===== config.mk =====
export PLATFORM = sky130hd
export DESIGN_NAME = dff_pipe
export DESIGN_NICKNAME = d
export VERILOG_FILES = /design/src/rtl/dff_pipe.sv
export SDC_FILE = /design/constraint.sdc
export NUM_CORES = 1
export LEC_CHECK = 0
export ABC_AREA = 1
export BUFFER_PORTS_ARGS = -buffer_cell sky130_fd_sc_hd__buf_4
export CAP_MARGIN = 0
export CORE_MARGIN = 2
export CORE_UTILIZATION = 30
export DETAILED_ROUTE_END_ITERATION = 6
export GPL_TIMING_DRIVEN = 1
export PLACE_DENSITY = 0.54
export SLEW_MARGIN = 10
export SYNTH_ARGS = -nofsm -noshare
export SYNTH_HDL_FRONTEND = slang
export SYNTH_SLANG_ARGS = --single-unit
export TNS_END_PERCENT = 100

===== constraint.sdc =====
create_clock -name clk -period 2.39 [get_ports clk]
set_input_delay 0.239 -clock clk [delete_from_list [all_inputs] [get_ports clk]]
set_output_delay 0.239 -clock clk [all_outputs]
set_load 0.05 [all_outputs]

===== src/rtl/dff_pipe.sv =====
// dff_pipe: WIDTH-bit, DEPTH-stage valid/ready register pipeline with bubble collapse, flush and occupancy count.
// Define DFF_PIPE_PARITY_EN to carry an even-parity bit per stage and expose par_err.
module dff_pipe #(
  parameter int               WIDTH     = 8,
  parameter int               DEPTH     = 3,
  parameter logic [WIDTH-1:0] RESET_VAL = {WIDTH{1'b0}}
) (
  input  logic                       clk,
  input  logic                       rst_n,
  input  logic                       in_valid,
  input  logic [WIDTH-1:0]           in_data,
  output logic                       in_ready,
  output logic                       out_valid,
  output logic [WIDTH-1:0]           out_data,
  input  logic                       out_ready,
  input  logic                       flush,
  output logic [$clog2(DEPTH+1)-1:0] count
`ifdef DFF_PIPE_PARITY_EN
  ,
  output logic                       par_err
`endif
);

  localparam int CW = $clog2(DEPTH + 1);

  function automatic logic [CW-1:0] popcount(input logic [DEPTH-1:0] v);
    logic [CW-1:0] acc;
    acc = {CW{1'b0}};
    for (int i = 0; i < DEPTH; i++) begin
      acc = acc + CW'(v[i]);
    end
    return acc;
  endfunction

  logic [DEPTH-1:0] valid_r;
  logic [WIDTH-1:0] data_r [DEPTH];
  logic [CW-1:0]    count_r;

  logic [DEPTH:0]   rdy_s;
  logic [DEPTH-1:0] up_valid_s;
  logic [WIDTH-1:0] up_data_s [DEPTH];
  logic [DEPTH-1:0] valid_nxt_s;
  logic [DEPTH-1:0] ld_s;

  // Backward ready chain: a stage can take a beat if it is empty or its successor is moving.
  always_comb begin
    rdy_s[DEPTH] = out_ready;
    for (int i = DEPTH - 1; i >= 0; i--) begin
      rdy_s[i] = !valid_r[i] || rdy_s[i+1];
    end
  end

  // Upstream view of each stage: the producer for stage 0, the previous stage otherwise.
  always_comb begin
    up_valid_s[0] = in_valid;
    up_data_s[0]  = in_data;
    for (int i = 1; i < DEPTH; i++) begin
      up_valid_s[i] = valid_r[i-1];
      up_data_s[i]  = data_r[i-1];
    end
  end

  // Next valid vector and data load enables; flush wins and leaves data untouched.
  always_comb begin
    valid_nxt_s = valid_r;
    ld_s        = {DEPTH{1'b0}};
    if (flush) begin
      valid_nxt_s = {DEPTH{1'b0}};
    end else begin
      for (int i = 0; i < DEPTH; i++) begin
        if (rdy_s[i]) begin
          valid_nxt_s[i] = up_valid_s[i];
          ld_s[i]        = up_valid_s[i];
        end else begin
          valid_nxt_s[i] = valid_r[i];
          ld_s[i]        = 1'b0;
        end
      end
    end
  end

  // Stage registers; count tracks the popcount of the valid vector it is loaded alongside.
  always_ff @(posedge clk or negedge rst_n) begin
    if (!rst_n) begin
      valid_r <= {DEPTH{1'b0}};
      count_r <= {CW{1'b0}};
      for (int i = 0; i < DEPTH; i++) begin
        data_r[i] <= RESET_VAL;
      end
    end else begin
      valid_r <= valid_nxt_s;
      count_r <= popcount(valid_nxt_s);
      for (int i = 0; i < DEPTH; i++) begin
        if (ld_s[i]) begin
          data_r[i] <= up_data_s[i];
        end
      end
    end
  end

`ifdef DFF_PIPE_PARITY_EN
  function automatic logic even_par(input logic [WIDTH-1:0] d);
    return ^d;
  endfunction

  logic [DEPTH-1:0] par_r;
  logic [DEPTH-1:0] up_par_s;

  // Parity is generated once at the input and then travels with its beat.
  always_comb begin
    up_par_s[0] = even_par(in_data);
    for (int i = 1; i < DEPTH; i++) begin
      up_par_s[i] = par_r[i-1];
    end
  end

  // Parity stage registers share the data load enables.
  always_ff @(posedge clk or negedge rst_n) begin
    if (!rst_n) begin
      par_r <= {DEPTH{even_par(RESET_VAL)}};
    end else begin
      for (int i = 0; i < DEPTH; i++) begin
        if (ld_s[i]) begin
          par_r[i] <= up_par_s[i];
        end
      end
    end
  end

  // Error only qualifies a beat that is actually being offered.
  always_comb begin
    if (valid_r[DEPTH-1]) begin
      par_err = (even_par(data_r[DEPTH-1]) != par_r[DEPTH-1]);
    end else begin
      par_err = 1'b0;
    end
  end
`endif

  assign in_ready  = rdy_s[0];
  assign out_valid = valid_r[DEPTH-1];
  assign out_data  = data_r[DEPTH-1];
  assign count     = count_r;

endmodule

Word-level counts from Yosys, hierarchy flattened
Index checks and enable logic that the tools add are counted.
{"block": "word_totals", "regBits": 29, "elab_cells": 21, "input_bits": 13}
{"block": "op_classes", "add_sub_neg": 2, "muxes": 8, "reduce_logical": 6}
{"op": "$mux W1", "count": 6}
{"op": "$mux W3", "count": 2}
{"op": "$logic_not A1 Y1", "count": 3}
{"op": "$logic_or A1 B1 Y1", "count": 3}
{"op": "$add A1 B1 Y2", "count": 1}
{"op": "$add A2 B1 Y2", "count": 1}

Logic depth before layout (Yosys ltp)
{"block": "logic_depth", "word_depth": 8, "mapped_depth": 5, "depth_no_buf": 5}

Worst setup path before layout
OpenSTA, ideal clock, no wires.
{"block": "synth_path", "path_kind": "register to register", "start": "register valid_r[2]", "end": "register count_r[0], in the netlist count[0]", "required_ns": 2.254, "stages_incl_launch_ff": 5, "setup_slack_ns": 0.514, "synth_period_minus_slack_ns": 1.876, "setup_time_ns": 0.136, "t_arrival_ns": 1.741, "cell_sequence": "dfrtp_1 > nand4_1 > buf_2 > a21oi_2 > fa_1"}
{"block": "synth_via", "elab_chain_len": 8, "word_cells_on_any_way": 10, "cone_classes": "add/sub (2); mux (4); reduce/logical (4)"}
{"item": "start: declaration", "line": "35", "rtl": "logic [DEPTH-1:0] valid_r;"}
{"item": "start signal: assignment", "line": "85", "rtl": "valid_r <= {DEPTH{1'b0}};"}
{"item": "start signal: assignment", "line": "91", "rtl": "valid_r <= valid_nxt_s;"}
{"item": "$logic_not A1 Y1", "line": "49", "rtl": "rdy_s[i] = !valid_r[i] || rdy_s[i+1];"}
{"item": "$logic_or A1 B1 Y1 (3 in series)", "line": "49"}
{"item": "named net in_ready", "line": "12", "rtl": "output logic in_ready,"}
{"item": "$mux W1", "line": "71", "rtl": "if (rdy_s[i]) begin"}
{"item": "$mux W3", "line": "67", "rtl": "if (flush) begin"}
{"item": "named net valid_nxt_s[0]", "line": "42", "rtl": "logic [DEPTH-1:0] valid_nxt_s;"}
{"item": "$add A1 B1 Y2", "line": "30", "rtl": "acc = acc + CW'(v[i]);"}
{"item": "$add A2 B1 Y2", "line": "30"}
{"item": "end signal: assignment", "line": "86", "rtl": "count_r <= {CW{1'b0}};"}
{"item": "end signal: assignment", "line": "92", "rtl": "count_r <= popcount(valid_nxt_s);"}
{"item": "end: declaration", "line": "37", "rtl": "logic [CW-1:0] count_r;"}
The timed path passes the listed nets, and every way through them passes these cells.
A chain may end at the register's enable or synchronous reset.

Final worst setup path
{"block": "layout_path", "start": "register valid_r[2]", "end": "register count_r[0], in the netlist count[0]"}
{"block": "layout_via", "word_cells_on_any_way": 10, "cone_classes": "add/sub (2); mux (4); reduce/logical (4)"}
{"item": "$logic_not A1 Y1", "line": "49"}
{"item": "$logic_or A1 B1 Y1 (2 in series)", "line": "49"}
{"item": "$mux W1", "line": "71"}
{"item": "$mux W3", "line": "67"}
{"item": "named net valid_nxt_s[1]", "line": "42"}
{"item": "$add A1 B1 Y2", "line": "30"}
{"item": "$add A2 B1 Y2", "line": "30"}
The timed path passes the listed nets, and every way through them passes these cells.

==> metrics.txt <==
Largest stage delay, worst path 460 ps; layout cell share with drive strength beyond 1 between 20% and 30%; post-layout min period roughly 1500 ps; DRC Markers 0; DP Wirelength roughly 1600 um; number of max-cap violations 0; WL/cell 10.8 um; P_leak about 0.84 nW; gr busiest metal met2; Synthesized Nets about 140; Slew HR between 70% and 80%; Starting DRT DRC Count 30; Synth top area share about 57%; Crit. End Element flip-flop; met1 GRT Util around an eighth; Peak supply drop 310 uV; core area about 4000 sq um; DR vias/cell 4.26; clock skew around 3.7 ps; post-synthesis cell type count 15; Cells after Synth between 100 and 150; worst skew pair latency approximately 280 ps; Area Growth Syn to Fin 22.5%; via count 861; delay-heaviest family, CP adder cells; clk sinks 29; total power draw approximately 0.0014 W; sequential area share after synthesis between 50 and 60%; Slew Limit Fails 0; count of final setup violators 0; CTS tree done; RSZ-0062 raised after global routing no; FP Rows 23; router iterations before antenna repair 4; Slowest-stage cell, CP fa_1; number of buffers created by CTS 5; period utilization ~64%; worst hold path class input port to flip-flop; grt met3 use about 5.6%; Worst Tran Pin Value around 360 ps; GRT Total Usage just over 10%; post-cts resize count 0; CP Data Required Time approximately 2500 ps; fmax roughly 660 MHz; I/O pin count 25; crit path cell chain nand3_2, a21oi_1, fa_1; critical path fanouts, max 10; Placer Congestion roughly 0.70; Startpoint Class flip-flop; data arrival time of the worst path 1670 ps; first-pass GRT wire length 3840 um; die width approximately 69 um; Synth Register Bits 29; run status complete, no violations; Root Buffer Master clkbuf_8; Pwr Density 876 nW/um^2; largest net degree at the start of global routing 30; Post-CTS Setup Bufs 0; GR Overflow Total 0; CTS H-tree lvls 2; Post-DRT Antenna Nets 0; Layout Nets approximately 170; Antenna diodes 0; vias in the first global route 840; cell accounting for the most synthesized area dfrtp_1; Syn. warnings 0; met2 usage between 10% and 20%; final-report hold violation count 0; die area roughly 4800 sq um; final WL roughly 2200 um; WP buf/inv 0; Worst-path clk slew roughly 60 ps; starting density of the core a little under a third; die height a little under 70 um; hold buffer count at CTS 1; kind of critical path flip-flop to flip-flop; mean area per synthesized cell roughly 9.9 sq um; IO Port Bufs 24; CTS Buffer Depth 2; synth top area cells dfrtp_1 (57%), nand2_1 (14%), nand3_1 (9.5%); fill count between 400 and 500; TNS Setup 0 ps; Post-Syn Area between 1000 and 1500 sq um; initial antenna violation count 0
==> cell usage after synthesis <==
cell,count
nand2_1,48
dfrtp_1,29
nand3_1,24
buf_4,8
inv_1,4
nor2_8,3
a21oi_1,2
nand2_2,2
nand2_4,2
a21oi_2,1
buf_2,1
buf_6,1
fa_1,1
nand3_2,1
nand4_1,1
==> logic make-up after synthesis <==
group / count (synthesis) / synth area share [%]
buffers and inverters: 14 / 7.21
adders and majority gates: 1 / 1.58
DFF: 29 / 57.3
AOI/OAI and AO/OA: 3 / 1.48
and+or+nand+nor: 81 / 32.5
==> flip-flops by register name, indices dropped and copies added (netlist names) <==
name / flops
data_r: 16
out_data: 8
valid_r: 3
count: 2
==> power breakdown <==
part | total (W) | internal (W) | switching (W)
sequential | 0.000616 | 0.000572 | 0.0000447
clock | 0.000435 | 0.000259 | 0.000175
combinational | 0.000309 | 0.0000971 | 0.000212
==> final timing paths <==
| check | from | endpoint | slack (ps) | cells past startpoint |
|---|---|---|---|---|
| min | in_data[1] | data_r[17]$_DFFE_PN0P_ | 190 | 3 |
| max in group asynchronous | rst_n | data_r[23]$_DFFE_PN0P_ | 1710 | 2 |
| max | valid_r[2]$_DFF_PN0_ | count[0]$_DFF_PN0_ | 870 | 3 |
| min reg2reg | out_data[5]$_DFFE_PN0P_ | out_data[5]$_DFFE_PN0P_ | 470 | 2 |
| min in group asynchronous | rst_n | out_data[3]$_DFFE_PN0P_ | 420 | 2 |
| max reg2reg | valid_r[2]$_DFF_PN0_ | count[0]$_DFF_PN0_ | 870 | 3 |
==> cells in the final DEF, fill, tap and decap left out <==
cell type	n
nor2_8	3
fa_1	1
nand2_2	2
clkinv_2	1
clkbuf_8	7
buf_4	25
dfrtp_1	29
nand3_2	1
a21oi_1	2
inv_1	4
nand4_1	1
a21oi_2	1
dlygate4sd3_1	1
nand2_1	48
nand2_4	2
nand3_1	24
==> tightest hold or removal path, cell delays in order <==
cell	delay, ps
buf_4	80
nand3_1	60
nand2_1	60
==> final cells by class <==
class / instances / area [sq um] / area share (%)
Sequential cell: 29 / 726 / 46.7
Multi-Input combinational cell: 85 / 450 / 29.0
Timing Repair Buffer: 26 / 198 / 12.7
Clock buffer: 7 / 96.3 / 6.20
Tap cell: 50 / 62.6 / 4.03
Inverter: 4 / 15.0 / 0.967
Clock inverter: 1 / 5.00 / 0.322
==> metal layers <==
layer / part of all wire [%] / vias up / wire length [um]
met2: 41 / 29 / 890
met5: 0 / - / 0
met3: 7.9 / 6 / 172
met4: 1.8 / 0 / 40
met1: 50 / 377 / 1080
li1: - / 449 / -
==> per-stage QoR <==
stage | utilization [%] | instance area [sq um] | setup slack, ps | instances | hold slack [ps]
floorplan | - | 1270 | 514 | 128 | -56.6
global placement | 35.8 | 1440 | 897 | 193 | 176
detailed placement | 35.8 | 1440 | 817 | 193 | 185
CTS | 38.5 | 1550 | 836 | 202 | 185
global route | 38.5 | 1550 | 741 | 202 | 190
finish | 38.5 | 1550 | 870 | 202 | 189
No activity file was read; power rests on OpenSTA's default activity.
